**src/rtl/seven_seg_scanner_n_if.sv**
```systemverilog
// Bus bundle between result logic and the multiplexed 7-segment scanner.
// The slave modport faces the scanner; the master modport faces its user.
interface seven_seg_scanner_n_if #(
    parameter int DIGITS   = 4,
    parameter int BRIGHT_W = 4
);
    logic [4*DIGITS-1:0] data;
    logic [DIGITS-1:0]   dp_in;
    logic [DIGITS-1:0]   digit_en;
    logic [BRIGHT_W-1:0] brightness;
    logic [DIGITS-1:0]   an;
    logic [6:0]          seg;
    logic                dp;
    logic                frame_tick;

    modport master (
        output data, dp_in, digit_en, brightness,
        input  an, seg, dp, frame_tick
    );

    modport slave (
        input  data, dp_in, digit_en, brightness,
        output an, seg, dp, frame_tick
    );
endinterface

```
**src/rtl/seven_seg_scanner_n.sv**
```systemverilog
// N-digit multiplexed 7-segment driver: prescaler, scan, decode, PWM, frame latch.
// Optional leading-zero blanking at frame latch: define SEVSEG_LZ_BLANK_EN.
module seven_seg_scanner_n #(
    parameter int DIGITS    = 4,
    parameter int DIVIDE_BY = 17,
    parameter int BRIGHT_W  = 4
) (
    input logic clock,
    input logic Reset,
    seven_seg_scanner_n_if.slave bus
);
    localparam int IW = (DIGITS > 1) ? $clog2(DIGITS) : 1;

    logic [DIVIDE_BY-1:0] presc_q;
    logic [IW-1:0]        idx_q;
    logic [IW-1:0]        idx_d;
    logic [4*DIGITS-1:0]  sh_data_q;
    logic [DIGITS-1:0]    sh_dp_q;
    logic [DIGITS-1:0]    sh_en_q;
    logic [DIGITS-1:0]    en_d;
    logic                 first_q;
    logic [DIGITS-1:0]    an_q;
    logic [DIGITS-1:0]    an_d;
    logic [6:0]           seg_q;
    logic [6:0]           seg_d;
    logic                 dp_q;
    logic                 dp_d;
    logic                 tick_q;

    logic       slot_end;
    logic       last;
    logic       wrap;
    logic       on;
    logic       lit;
    logic [3:0] nib;
    logic       sel_dp;
    logic       sel_en;

    function automatic logic [6:0] hex7(input logic [3:0] n);
        unique case (n)
            4'h0: hex7 = 7'h40;
            4'h1: hex7 = 7'h79;
            4'h2: hex7 = 7'h24;
            4'h3: hex7 = 7'h30;
            4'h4: hex7 = 7'h19;
            4'h5: hex7 = 7'h12;
            4'h6: hex7 = 7'h02;
            4'h7: hex7 = 7'h78;
            4'h8: hex7 = 7'h00;
            4'h9: hex7 = 7'h10;
            4'hA: hex7 = 7'h08;
            4'hB: hex7 = 7'h03;
            4'hC: hex7 = 7'h46;
            4'hD: hex7 = 7'h21;
            4'hE: hex7 = 7'h06;
            4'hF: hex7 = 7'h0E;
        endcase
    endfunction

    always_comb begin
        slot_end = &presc_q;
        last     = (idx_q == IW'(DIGITS - 1));
        wrap     = slot_end && last;
        idx_d    = idx_q;
        if (slot_end) begin
            idx_d = last ? '0 : idx_q + IW'(1);
        end
    end

    always_comb begin
        on     = presc_q[DIVIDE_BY-1 -: BRIGHT_W] < bus.brightness;
        nib    = '0;
        sel_dp = 1'b0;
        sel_en = 1'b0;
        an_d   = '1;
        for (int i = 0; i < DIGITS; i++) begin
            if (idx_q == IW'(i)) begin
                nib     = sh_data_q[4*i +: 4];
                sel_dp  = sh_dp_q[i];
                sel_en  = sh_en_q[i];
                an_d[i] = ~(on && sh_en_q[i]);
            end
        end
        lit   = on && sel_en;
        seg_d = lit ? hex7(nib) : 7'h7F;
        dp_d  = lit ? ~sel_dp : 1'b1;
    end

`ifdef SEVSEG_LZ_BLANK_EN
    logic supp;

    // Walk down from the top digit; a non-zero nibble or a lit dp ends blanking.
    always_comb begin
        en_d = bus.digit_en;
        supp = 1'b1;
        for (int i = DIGITS - 1; i >= 1; i--) begin
            if (supp && bus.data[4*i +: 4] == 4'h0 && !bus.dp_in[i]) begin
                en_d[i] = 1'b0;
            end else begin
                supp = 1'b0;
            end
        end
    end
`else
    always_comb begin
        en_d = bus.digit_en;
    end
`endif

    always_ff @(posedge clock) begin
        if (Reset) begin
            presc_q   <= '0;
            idx_q     <= '0;
            sh_data_q <= '0;
            sh_dp_q   <= '0;
            sh_en_q   <= '0;
            first_q   <= 1'b1;
            an_q      <= '1;
            seg_q     <= 7'h7F;
            dp_q      <= 1'b1;
            tick_q    <= 1'b0;
        end else begin
            presc_q <= presc_q + DIVIDE_BY'(1);
            idx_q   <= idx_d;
            first_q <= 1'b0;
            // The first clock out of reset loads the shadow so frame 0 is valid.
            if (wrap || first_q) begin
                sh_data_q <= bus.data;
                sh_dp_q   <= bus.dp_in;
                sh_en_q   <= en_d;
            end
            an_q   <= an_d;
            seg_q  <= seg_d;
            dp_q   <= dp_d;
            tick_q <= wrap;
        end
    end

    assign bus.an         = an_q;
    assign bus.seg        = seg_q;
    assign bus.dp         = dp_q;
    assign bus.frame_tick = tick_q;
endmodule

```
**src/flat_wrapper.sv**
```systemverilog
// flat-port wrapper written by rule: the top's interface ports become plain ports
module seven_seg_scanner_n_flat 
#(
    parameter int DIGITS    = 4,
    parameter int DIVIDE_BY = 17,
    parameter int BRIGHT_W  = 4
)
  (clock, Reset, bus_data, bus_dp_in, bus_digit_en, bus_brightness, bus_an, bus_seg, bus_dp, bus_frame_tick);
  seven_seg_scanner_n_if #(.DIGITS(DIGITS), .BRIGHT_W(BRIGHT_W)) bus_i ();
  input logic clock;
  input logic Reset;
  input wire logic [$bits(bus_i.data)-1:0] bus_data;
  input wire logic [$bits(bus_i.dp_in)-1:0] bus_dp_in;
  input wire logic [$bits(bus_i.digit_en)-1:0] bus_digit_en;
  input wire logic [$bits(bus_i.brightness)-1:0] bus_brightness;
  output wire logic [$bits(bus_i.an)-1:0] bus_an;
  output wire logic [$bits(bus_i.seg)-1:0] bus_seg;
  output wire logic [$bits(bus_i.dp)-1:0] bus_dp;
  output wire logic [$bits(bus_i.frame_tick)-1:0] bus_frame_tick;
  assign bus_i.data = bus_data;
  assign bus_i.dp_in = bus_dp_in;
  assign bus_i.digit_en = bus_digit_en;
  assign bus_i.brightness = bus_brightness;
  assign bus_an = bus_i.an;
  assign bus_seg = bus_i.seg;
  assign bus_dp = bus_i.dp;
  assign bus_frame_tick = bus_i.frame_tick;
  seven_seg_scanner_n #(.DIGITS(DIGITS), .DIVIDE_BY(DIVIDE_BY), .BRIGHT_W(BRIGHT_W)) u_core (.clock(clock), .Reset(Reset), .bus(bus_i));
endmodule
```
**config.mk**
```make
export PLATFORM = sky130hd
export DESIGN_NAME = seven_seg_scanner_n_flat
export DESIGN_NICKNAME = d
export VERILOG_FILES = /design/src/rtl/seven_seg_scanner_n_if.sv /design/src/rtl/seven_seg_scanner_n.sv /design/src/flat_wrapper.sv
export SDC_FILE = /design/constraint.sdc
export NUM_CORES = 1
export LEC_CHECK = 0
export ABC_AREA = 1
export BUFFER_PORTS_ARGS = -buffer_cell sky130_fd_sc_hd__buf_2
export CAP_MARGIN = 20
export CORE_MARGIN = 4
export CORE_UTILIZATION = 50
export CTS_CLUSTER_SIZE = 28
export DETAILED_ROUTE_END_ITERATION = 16
export PLACE_DENSITY = 0.72
export SETUP_SLACK_MARGIN = 0.5
export SLEW_MARGIN = 15
export SYNTH_ARGS = -nofsm -noshare
export SYNTH_HDL_FRONTEND = slang
export SYNTH_SLANG_ARGS = --single-unit
```
**constraint.sdc**
```tcl
create_clock -name clock -period 3 [get_ports clock]
set_input_delay 0.75 -clock clock [delete_from_list [all_inputs] [get_ports clock]]
set_output_delay 0.75 -clock clock [all_outputs]
set_load 0.1 [all_outputs]
```
# Yosys cells after proc, flatten, opt, wreduce, memory -nomap -nowiden
# Memory sizes are Yosys's and may differ from the RTL's. A register that Yosys moved wholly into a read port is not among the register bits.
# Cells that the tools add are included.
op_classes:
  add_sub_neg: 2
  multipliers: 0
  div: 0
  magnitude_cmp: 1
  eq_ne: 3
  shifts: 0
  n_mux: 14
  bitwise_logic: 10
  reduce_logical: 14
ops:
  columns: ["op", "n"]
  rows:
  - ["$add 17x1->17 const B", 1]
  - ["$reduce_and 17->1", 1]
  - ["$mux 4", 4]
  - ["$not 1->1", 10]
  - ["$reduce_or 2->1", 5]
  - ["$mux 1", 9]
  - ["$logic_and 1x1->1", 6]
  - ["$eq 2x2->1 const B", 2]
  - ["$lt 4x4->1", 1]
  - ["$add 2x1->2 const B", 1]
  - ["$eq 2x1->1 const B", 1]
  - ["$logic_not 2->1", 1]
  - ["$mux 2", 1]
  - ["$logic_or 1x1->1", 1]
word_totals:
  register_bits: 50
  latchBits: 0
  ramBits: 0
  romBits: 112
  input_bits: 30
  out_inout_bits: 13
  elab_cells: 57
  mem_count: 1
memory_table:
  columns: ["name", "depth", "word_bits", "rd", "rd_ports_with_merged_regs", "write_ports", "line_no", "text"]
  rows:
  - ["(no name shown)", 16, 7, 1, 1, 0, "seven_seg_scanner_n.sv:40", "unique case (n)"]

# Depth between registers and ports, before layout
depth:
  depth_word: 8
  ltp_mapped: 14
  depth_no_buf: 13

# Worst setup path after synthesis
# OpenSTA, ideal clock, no wires.
synth_path:
  path_kind: "flip-flop to flip-flop"
  start: "reg u_core.presc_q[0]"
  end: "reg u_core.sh_data_q[13]"
  setup_time_ns: 0.119
  arrival_time_ns: 1.927
  required_time_ns: 2.881
  slack_ns: 0.954
  stages_incl_launch_ff: 13
  path_buffers: 1
  period_less_slack_ns: 2.046
  path_cell_list: "dfxtp_1 ha_1 nand2_2 nor3_4 nand3_2 nor4_1 ha_1 nand2_1 inv_1 nor2_4 clkbuf_1 o21ai_0 a21oi_1"
synth_via:
  elab_chain_cells: 3
synth_rtl:
  columns: ["element", "line_no", "text"]
  rows:
  - ["start, declared", "seven_seg_scanner_n.sv:14", "logic [DIVIDE_BY-1:0] presc_q;"]
  - ["start signal, assigned", "seven_seg_scanner_n.sv:123", "presc_q <= presc_q + DIVIDE_BY'(1);"]
  - ["$reduce_and 17->1", "seven_seg_scanner_n.sv:61", "slot_end = &presc_q;"]
  - ["named net u_core.slot_end", "seven_seg_scanner_n.sv:30", "logic slot_end;"]
  - ["$logic_and 1x1->1", "seven_seg_scanner_n.sv:63", "wrap = slot_end && last;"]
  - ["$logic_or 1x1->1", "seven_seg_scanner_n.sv:127", "if (wrap || first_q) begin"]
  - ["end signal, assigned", "seven_seg_scanner_n.sv:128", "sh_data_q <= bus.data;"]
  - ["end, declared", "seven_seg_scanner_n.sv:17", "logic [4*DIGITS-1:0] sh_data_q;"]
# The timed path passes the listed nets, and every way through them passes these cells.
# A chain may end at the register's enable or synchronous reset.

# Worst setup path in the final report
layout_path:
  start: "reg u_core.presc_q[0]"
  end: "reg u_core.sh_data_q[15]"
# Same word-level chain as after synthesis.

==> flow_metrics.py <==
metrics = {
    "sta": {
        "drv_slew": 0,
        "period_needed_ns": 2.30,
        "finalSetupViolCount": 0,
        "tns_ns": 0,
        "slew_headroom_pct": 62.2,
        "whs_ns": 0.408,
        "timing.fmax_ghz": 0.434,
        "hold_viol": 0,
        "rsz0062_at_grt": "false",
        "tightest_slew_ns": 0.566,
        "skew_ns": 0.00834,
        "fin_crit_sh_pct": 76.8,
    },
    "power": {
        "netSwitchingFraction_pct": 26.4,
        "powerDensity_nw_per_um2": 528,
        "combPwrFrac_pct": 11.1,
        "p_total_w": 0.00168,
        "seqPwrFrac_pct": 48.1,
        "power.internal_w": 0.00123,
        "p_leak_nw": 1.45,
        "irDropWorstVdd_mv": 0.277,
        "switching_power_w": 0.000442,
        "pwr-share-clk_pct": 40.9,
    },
    "logic_synthesis": {
        "synthCells": 367,
        "syn_area_sq_um": 2720,
        "ys_seq_area_share_pct": 42.0,
        "ys_warn_count": 0,
        "synth.net_count": 412,
        "synth_seq_cells": 57,
        "ys_types": 32,
        "syn_avg_cell_area_sq_um": 7.40,
    },
    "cts": {
        "cts_buffers": 9,
        "cts_max_level": 3,
        "clk_path_buf_depth": 2,
        "tritoncts": "done",
        "cts.sinks": 57,
        "root_buffer": "clkbuf_8",
        "clock_latency_ns": 0.35,
        "clk_pin_slew_worst_paths_ns": 0.06,
        "cts_hold_buf": 0,
        "postCtsSetupBuffers": 0,
    },
    "setup_path": {
        "crit_fanout": 16,
        "cp-end-kind": "register",
        "crit_required_ns": 3.21,
        "critPathLaunchType": "register",
        "cp.arrival_ns": 2.52,
        "critPathKind": "register to register",
    },
    "hold_path": {
        "holdCritPathClass": "register to register",
    },
    "finish": {
        "drive_above_1_share_pct": 20.4,
        "diodes": 0,
        "nets": 456,
        "mostFrequentLayoutCell": "nor2_1",
        "finalInstanceArea_sq_um": 3170,
        "fillers": 482,
        "area_growth_pct": 16.9,
        "final_cell_mix": "nor2_1 (61), nand2_1 (57), dfxtp_1 (57)",
    },
    "place": {
        "routabilityCongestion": 0.856,
        "io_buffers": 42,
        "placed_cell_area_sq_um": 2960,
        "hpwl_mm": 4.19,
    },
    "detailed_routing": {
        "ant_nets": 0,
        "drcViolationCount": 0,
        "drt_iter0_drc": 109,
        "wl_per_cell_microns": 12.1,
        "viasPerCell": 4.88,
        "drt_wl_total_mm": 5.86,
        "vias": 2374,
        "drt_pass1_iterations": 4,
    },
    "floorplanning": {
        "core_sq_um": 5170,
        "rows": 26,
        "io_pins": 43,
        "die_x_microns": 81.7,
        "start_util_pct": 52.5,
        "die-area_sq_um": 6680,
        "dieHeight_microns": 81.7,
    },
    "global_routing": {
        "grt_usage_pct": 19.2,
        "grt_pass1_wl_mm": 9.67,
        "grt_start_max_net_pins": 32,
        "grt_overflow": 0,
        "grt_pass1_vias": 2193,
        "antenna_found_initial": 0,
    },
    "run_status": {
        "outcome": "finished clean",
    },
    "run": {
        "drv_cap": 0,
    },
}
==> state kept, by name (all words and copies together) (netlist names) <==
signal / cells
u_core.bus.an: 4
u_core.bus.dp: 1
u_core.bus.frame_tick: 1
u_core.bus.seg: 7
u_core.first_q: 1
u_core.idx_q: 2
u_core.presc_q: 17
u_core.sh_data_q: 16
u_core.sh_dp_q: 4
u_core.sh_en_q: 4
==> what timing repair did <==
item	4_1_cts	5_1_grt
endpoints found under the setup margin	0	23
endpoints found under the hold margin	0	0
gates resized for setup	0	6
==> area by class of cell <==
type | count | area [sq um] | area share [%]
multi-input combinational | 255 | 1350 | 42.6
sequential | 57 | 1140 | 35.9
timing repair buffer | 43 | 218 | 6.86
clock buffer | 14 | 183 | 5.75
inverter | 45 | 181 | 5.72
tap | 70 | 87.6 | 2.76
clock inverter | 2 | 10.0 | 0.315
==> layer usage <==
| metal | share of wire [%] | GRT usage [%] |
|---|---|---|
| met3 | 4.9 | 7.13 |
| met1 | 48 | 23.3 |
| met5 | 0 | 0 |
| met2 | 46 | 30.6 |
| met4 | 1.9 | 8.14 |
==> worst max-delay path: stages, from the launching register on <==
cell and delay [ns]:
dfxtp_1 0.37, ha_1 0.20, nand2_2 0.08, nor3_4 0.25, nand3_2 0.17, nor4_2 0.20, ha_2 0.27, nand2_1 0.08
inv_1 0.15, nor2_4 0.12, o21ai_0 0.23, a21oi_1 0.06
==> power groups by stage <==
| stage | combinational (W) | clock (W) | sequential [W] |
|---|---|---|---|
| floorplan | 0.0000975 | 0 | 0.000858 |
| global placement | 0.000179 | 0 | 0.000821 |
| detailed placement | 0.000184 | 0 | 0.000822 |
| CTS | 0.000184 | 0.000701 | 0.000805 |
| global route | 0.000208 | 0.000732 | 0.000808 |
| finish | 0.000185 | 0.000685 | 0.000806 |
==> cells by family after synthesis <==
family                   after synthesis  synth area share [%]
AND/OR/NAND/NOR                      176                  29.3
AO/OA/AOI/OAI                         62                  12.6
flip-flops                            57                  42.0
buffers and inverters                 56                  8.80
adder cells (fa/ha/maj)               15                  6.91
XOR/XNOR                               1                 0.322
==> cells in the mapped netlist (all sizes together) <==
| master | instances | area share [%] |
|---|---|---|
| a211oi | 1 | 0.28 |
| a21boi | 1 | 0.69 |
| a21o | 1 | 0.28 |
| a21oi | 25 | 4.7 |
| buf | 5 | 1.5 |
| clkbuf | 6 | 0.83 |
| clkinv | 1 | 0.14 |
| dfxtp | 57 | 42 |
| ha | 15 | 6.9 |
| inv | 44 | 6.4 |
| nand2 | 64 | 9.7 |
| nand3 | 41 | 7.9 |
| nand4 | 1 | 0.23 |
| nor2 | 66 | 10 |
| nor3 | 3 | 0.97 |
| nor4 | 1 | 0.23 |
| o21ai | 33 | 6.2 |
| o21bai | 1 | 0.41 |
| xor2 | 1 | 0.32 |
==> stage by stage <==
step | utilization [%] | std cells | setup WS [ns]
after floorplan | - | 367 | 0.954
after global placement | 57.2 | 469 | 0.742
after detailed placement | 57.2 | 469 | 0.625
after CTS | 60.9 | 485 | 0.577
after global routing | 61.4 | 486 | 0.449
final | 61.4 | 486 | 0.696
==> path summary, 6_finish.rpt <==
check,startpoint,end,slack (ns),depth (start not counted)
max,u_core.presc_q[0],u_core.sh_data_q[15],0.70,11
min,u_core.sh_en_q[1],u_core.bus.an[1],0.41,1
max reg2reg,u_core.presc_q[0],u_core.sh_data_q[15],0.70,11
min reg2reg,u_core.sh_en_q[1],u_core.bus.an[1],0.41,1
(Power assumes the default switching activity.)
